[src/rtl/imem_loader.sv]
// Instruction-memory loader: packs WISC-SP13 fields into 16-bit words, buffers them in a
// small FIFO and writes them to consecutive addresses through an acknowledged write port.
module imem_loader #(
  parameter int unsigned DEPTH  = 4,
  parameter int unsigned ADDR_W = 16
) (
  input  logic              clk,
  input  logic              rst,
  input  logic              start,
  input  logic [ADDR_W-1:0] base_addr,
  input  logic              in_valid,
  output logic              in_ready,
  input  logic [4:0]        in_opcode,
  input  logic [1:0]        in_func,
  input  logic [2:0]        in_rs,
  input  logic [2:0]        in_rt,
  input  logic [2:0]        in_rd,
  input  logic [10:0]       in_imm,
  output logic              mem_wr_en,
  output logic [ADDR_W-1:0] mem_addr,
  output logic [15:0]       mem_data,
  input  logic              mem_ack,
  output logic              busy,
  output logic              done,
  output logic              imm_err,
  output logic [ADDR_W-1:0] words_written
);

  localparam int unsigned PTR_W = (DEPTH > 1) ? $clog2(DEPTH) : 1;
  localparam logic [PTR_W:0] FULL_COUNT = (PTR_W + 1)'(DEPTH);
  localparam logic [4:0] OP_HALT = 5'b00000;

  typedef enum logic [1:0] {StIdle, StLoad, StDrain, StDone} state_e;

  state_e            state_q;
  logic              busy_q, done_q, imm_err_q;
  logic [ADDR_W-1:0] addr_q, words_q;

  logic [15:0]      fifo_q [DEPTH];
  logic [PTR_W-1:0] wr_ptr_q, rd_ptr_q;
  logic [PTR_W:0]   count_q;

  logic        fifo_full, fifo_empty, push, pop;
  logic [15:0] enc_word;
  logic        imm_bad;

  // Encoder and immediate range check
  always_comb begin
    enc_word = {in_opcode, 11'b0};
    imm_bad  = 1'b0;
    casez (in_opcode)
      5'b00100, 5'b00110: enc_word = {in_opcode, in_imm};
      5'b00101, 5'b00111, 5'b011??, 5'b11000: begin
        enc_word = {in_opcode, in_rs, in_imm[7:0]};
        imm_bad  = !((&in_imm[10:7]) || !(|in_imm[10:7]));
      end
      5'b10010: begin
        enc_word = {in_opcode, in_rs, in_imm[7:0]};
        imm_bad  = |in_imm[10:8];
      end
      5'b01000, 5'b01001, 5'b10000, 5'b10001, 5'b10011: begin
        enc_word = {in_opcode, in_rs, in_rd, in_imm[4:0]};
        imm_bad  = !((&in_imm[10:4]) || !(|in_imm[10:4]));
      end
      5'b01010, 5'b01011, 5'b101??: begin
        enc_word = {in_opcode, in_rs, in_rd, in_imm[4:0]};
        imm_bad  = |in_imm[10:5];
      end
      5'b11001:                     enc_word = {in_opcode, in_rs, 3'b000, in_rd, 2'b00};
      5'b11010, 5'b11011, 5'b111??: enc_word = {in_opcode, in_rs, in_rt, in_rd, in_func};
      5'b00010:                     enc_word = {in_opcode, in_rs, 8'b0};
      default:                      enc_word = {in_opcode, 11'b0};
    endcase
  end

  assign fifo_full  = (count_q == FULL_COUNT);
  assign fifo_empty = (count_q == '0);
  assign in_ready   = (state_q == StLoad) && !fifo_full;
  assign push       = in_valid && in_ready;
  assign mem_wr_en  = busy_q && !fifo_empty;
  assign pop        = mem_wr_en && mem_ack;

  // Storage needs no reset; mem_data is gated so it reads 0 when idle
  always_ff @(posedge clk) begin
    if (push) fifo_q[wr_ptr_q] <= enc_word;
  end

  always_ff @(posedge clk) begin
    if (rst) begin
      wr_ptr_q <= '0;
      rd_ptr_q <= '0;
      count_q  <= '0;
    end else begin
      if (push) wr_ptr_q <= wr_ptr_q + PTR_W'(1);
      if (pop)  rd_ptr_q <= rd_ptr_q + PTR_W'(1);
      case ({push, pop})
        2'b10:   count_q <= count_q + (PTR_W + 1)'(1);
        2'b01:   count_q <= count_q - (PTR_W + 1)'(1);
        default: count_q <= count_q;
      endcase
    end
  end

  always_ff @(posedge clk) begin
    if (rst) begin
      state_q   <= StIdle;
      busy_q    <= 1'b0;
      done_q    <= 1'b0;
      imm_err_q <= 1'b0;
      addr_q    <= '0;
      words_q   <= '0;
    end else begin
      if (pop) begin
        addr_q  <= addr_q + ADDR_W'(2);
        words_q <= words_q + ADDR_W'(1);
      end
      if (push && imm_bad) imm_err_q <= 1'b1;
      case (state_q)
        StIdle, StDone: begin
          if (start) begin
            state_q   <= StLoad;
            busy_q    <= 1'b1;
            done_q    <= 1'b0;
            imm_err_q <= 1'b0;
            addr_q    <= {base_addr[ADDR_W-1:1], 1'b0};
            words_q   <= '0;
          end
        end
        StLoad: begin
          if (push && in_opcode == OP_HALT) state_q <= StDrain;
        end
        StDrain: begin
          // Empty FIFO means the last write has already been acknowledged
          if (fifo_empty) begin
            state_q <= StDone;
            busy_q  <= 1'b0;
            done_q  <= 1'b1;
          end
        end
        default: state_q <= StIdle;
      endcase
    end
  end

  assign mem_addr      = addr_q;
  assign mem_data      = mem_wr_en ? fifo_q[rd_ptr_q] : 16'h0000;
  assign busy          = busy_q;
  assign done          = done_q;
  assign imm_err       = imm_err_q;
  assign words_written = words_q;

endmodule

[config.mk]
export PLATFORM = sky130hd
export DESIGN_NAME = imem_loader
export DESIGN_NICKNAME = d
export VERILOG_FILES = /design/src/rtl/imem_loader.sv
export SDC_FILE = /design/constraint.sdc
export NUM_CORES = 1
export LEC_CHECK = 0
export ABC_CLOCK_PERIOD_IN_PS = 2700
export BUFFER_PORTS_ARGS = -buffer_cell sky130_fd_sc_hd__buf_2
export CORE_MARGIN = 1
export CORE_UTILIZATION = 55
export DETAILED_ROUTE_END_ITERATION = 12
export PLACE_DENSITY = 0.76
export SETUP_SLACK_MARGIN = 0.15
export SYNTH_ARGS = -nofsm -noshare
export SYNTH_HDL_FRONTEND = slang
export SYNTH_SLANG_ARGS = --single-unit
[constraint.sdc]
create_clock -name clk -period 2.7 [get_ports clk]
set_input_delay 0.54 -clock clk [delete_from_list [all_inputs] [get_ports clk]]
set_output_delay 0.54 -clock clk [all_outputs]
set_load 0.005 [all_outputs]
==> summary.txt <==
Timing
  – Fin Setup TNS: 0 ns
  – Slew HR: 52.61%
  – Clk_skew: 0.01912 ns
  – Tightest Pin Transition: 0.7108 ns
  – RSZ-0062 raised after global routing: false
  – Achievable frequency: 0.4097 GHz
  – Period utilisation layout: 90.40%
  – Fin. Hold Viols: 0
  – Final-report max-slew violation count: 0
  – Count of final setup violators: 0
  – Tmin final: 2.441 ns

Critical path
  – CP Launch Type: register
  – Arrival time worst endpoint: 1.90 ns
  – Worst reg-to-reg setup slack: 0.36 ns
  – CP max stage cell: mux4_2
  – CP Capture Type: primary output
  – CP peak stage delay: 0.56 ns
  – CP Class: reg2out
  – Worst-path fanout max: 16
  – Crit-path cells: buf_4 -> mux4_2 -> and3_1 -> buf_2
  – Critical path required time: 2.16 ns
  – R2r startpoint: count_q[2]$_SDFFE_PP0P_
  – Cells on worst reg2reg path: 9
  – R2R Path End: count_q[2]$_SDFFE_PP0P_

Flow run
  – Max-cap violations: 0

Synthesis
  – Gate Count Post-Synth: 427
  – Post-synth design cell area: 4989 um2
  – Sequential area share after synthesis: 56.58%
  – Yosys warns: 0
  – Avg Inst Size Synth: 11.68 um2
  – Async set-reset flop share out of synthesis: 0%
  – Top FF cell, synth: edfxtp_1
  – Number of synthesized register bits: 109
  – Post-synth EDFFs: 64
  – Synth cell types: 45
  – Syn nets: 485

Finish
  – Final net count: 580
  – Fillers: 702
  – P&R area growth vs syn: 15.85%
  – Final Cell Area: 5779 um2
  – Layout cells sized above 1: 27.89%
  – Number of diodes: 0

CTS
  – Clock sink count: 109
  – CTS Buffer Depth: 2
  – CTS buffer count: 9
  – Htree depth: 3
  – Root buffer cell: clkbuf_8
  – CTS Hold Bufs: 0
  – Post-CTS Setup Inserts: 0
  – Reg clk slew, reported paths: 0.11 ns
  – Skew-Pair Late Insertion Delay: 0.37 ns
  – CTS tree: built

Hold path
  – Worst Hold Path EP: mem_addr[7]$_SDFF_PP0_
  – Hold Path Class: in2reg
  – Hold path depth: 3
  – Hold Startpoint: base_addr[7]

Pwr
  – Leakage power total: 2.288 nW
  – Pwr Total: 3.985 mW
  – Peak VDD IR: 0.3379 mV
  – Power density over the cells: 689.5 nW/um2

Floorplan
  – Total die area: 9455 um2
  – I/O Pins: 101
  – Die Span X: 97.24 um
  – Core ar.: 8763 um2
  – Die height: 97.24 um
  – Row count: 34
  – Starting Density: 56.92%

Global routing
  – Vias in the first global route: 3603
  – Largest net degree at the start of global routing: 30
  – First-pass GRT wire length: 17080 um
  – GR Util All Layers: 23.02%
  – Initial antenna violation count: 0
  – GRT Residual Overflow: 0

Route
  – Via Count: 3630
  – Detailed Route WL: 10350 um
  – Antenna Nets Post-Route: 0
  – Via density: 5.717
  – Wire per inst: 16.29 um
  – Detailed Route Iter0 Violations: 152
  – Drt drc: 0
  – TritonRoute pass-1 iters: 5

Place
  – RD Place Congestion: 0.8435
  – Buffers on Ports: 98
  – Detailed Place HPWL: 7195 um
  – Area after DPL: 5584 um2

Status
  – Outcome: finished clean
-- report_power, final --
group,switching (mW),internal [mW],leakage [nW]
registers,0.127,1.94,0.948
logic,0.552,0.428,1.24
clock network,0.546,0.388,0.104
total,1.23,2.76,2.29
-- final cells by class --
cell class | count | area (um2) | share of cell area, %
well taps | 108 | 135.1 | 2.338
multi-input cells | 274 | 1993 | 34.49
flip-flops and latches | 109 | 2823 | 48.84
clock buffers | 9 | 123.9 | 2.143
clock inverters | 7 | 60.06 | 1.039
repair buffers | 109 | 573.1 | 9.916
inverters | 19 | 71.32 | 1.234
-- logic make-up after synthesis --
kind of cell,after synthesis,synth area share (%)
and+or+nand+nor,150,15.07
DFF,109,56.58
AOI/OAI and AO/OA,63,8.628
buffers and inverters,44,3.687
xor gates and xnor gates,31,5.443
muxes,19,7.851
adders and majority gates,10,2.659
other,1,0.07517
-- per-layer routing --
layer / vias to the layer above / track usage (%) / part of all wire [%]
li1: 1756 / - / -
met1: 1766 / 28.70 / 42
met2: 95 / 39.65 / 51
met3: 13 / 4.892 / 5.5
met4: 0 / 8.371 / 1.9
met5: - / 0 / 0
-- sequential cells by signal, summed over array words and instances (netlist names), named ones only --
register and count:
fifo_q 64, words_written 16, mem_addr 15, count_q 3
rd_ptr_q 2, state_q 2, wr_ptr_q 2, busy 1
done 1, imm_err 1
-- cells in the final DEF (no fill, tap or decap), types with 3 or more instances in the layout --
cell and n:
a21oi_1 14, nor2_1 47, nand4_1 12, dfxtp_1 45, a222oi_1 3, or3_1 7
nor3_1 8, clkbuf_8 9, a22o_1 5, buf_4 11, a32oi_1 3, nand3_1 13
a211oi_1 13, inv_1 19, edfxtp_1 64, buf_2 98, nand2b_1 4, mux4_2 16
ha_1 9, o21ai_0 13, xnor2_1 12, nor2b_1 3, and3_1 20, inv_4 4
xor2_1 19, and2_1 7, nand2_1 22
-- Yosys cell counts (all sizes together) (12+ instances only) --
library cell / n / share of area, %
inv: 19 / 1.4
and3: 20 / 2.5
a211oi: 13 / 2.0
nand4: 12 / 1.5
a21oi: 14 / 1.4
mux4: 16 / 7.2
dfxtp: 45 / 18
xor2: 19 / 3.3
xnor2: 12 / 2.1
clkbuf: 15 / 1.1
nor2: 47 / 3.5
nand2: 22 / 1.7
o21ai: 13 / 1.3
edfxtp: 64 / 39
nand3: 13 / 1.3
-- worst max path at each step --
stage,start,end,slack (ns)
3_3_place_gp,count_q[2]$_SDFFE_PP0P_,count_q[2]$_SDFFE_PP0P_,0.41
2_1_floorplan,mem_ack,count_q[2]$_SDFFE_PP0P_,0.44
6_report,register,mem_data[11],0.26
3_5_place_dp,count_q[2]$_SDFFE_PP0P_,count_q[2]$_SDFFE_PP0P_,0.32
5_1_grt,register,mem_data[11],0.16
4_1_cts,register,mem_data[11],0.21
-- critical path, delay by kind of cell (launching register included) --
kind / cells / cell delay (ns)
multiplexers: 1 / 0.56
flip-flops: 1 / 0.33
AND/OR/NAND/NOR: 1 / 0.20
buffers and inverters: 2 / 0.43
-- stage by stage --
stage	util [%]	hold WS, ns	setup WS, ns	cells
final	65.95	0.3791	0.2592	635
after global routing	65.95	0.3681	0.1568	635
after CTS	65.82	0.3596	0.2123	635
after detailed placement	63.72	0.4785	0.3249	619
after global placement	63.72	0.4744	0.4139	619
after floorplan	-	0.4667	0.4357	427
-- timing repair --
item | CTS | global route
endpoints found under the hold margin | 0 | 0
endpoints found under the setup margin | 0 | 1
resized for setup | 0 | 1
Note: power is estimated with default switching activity, not from simulation.
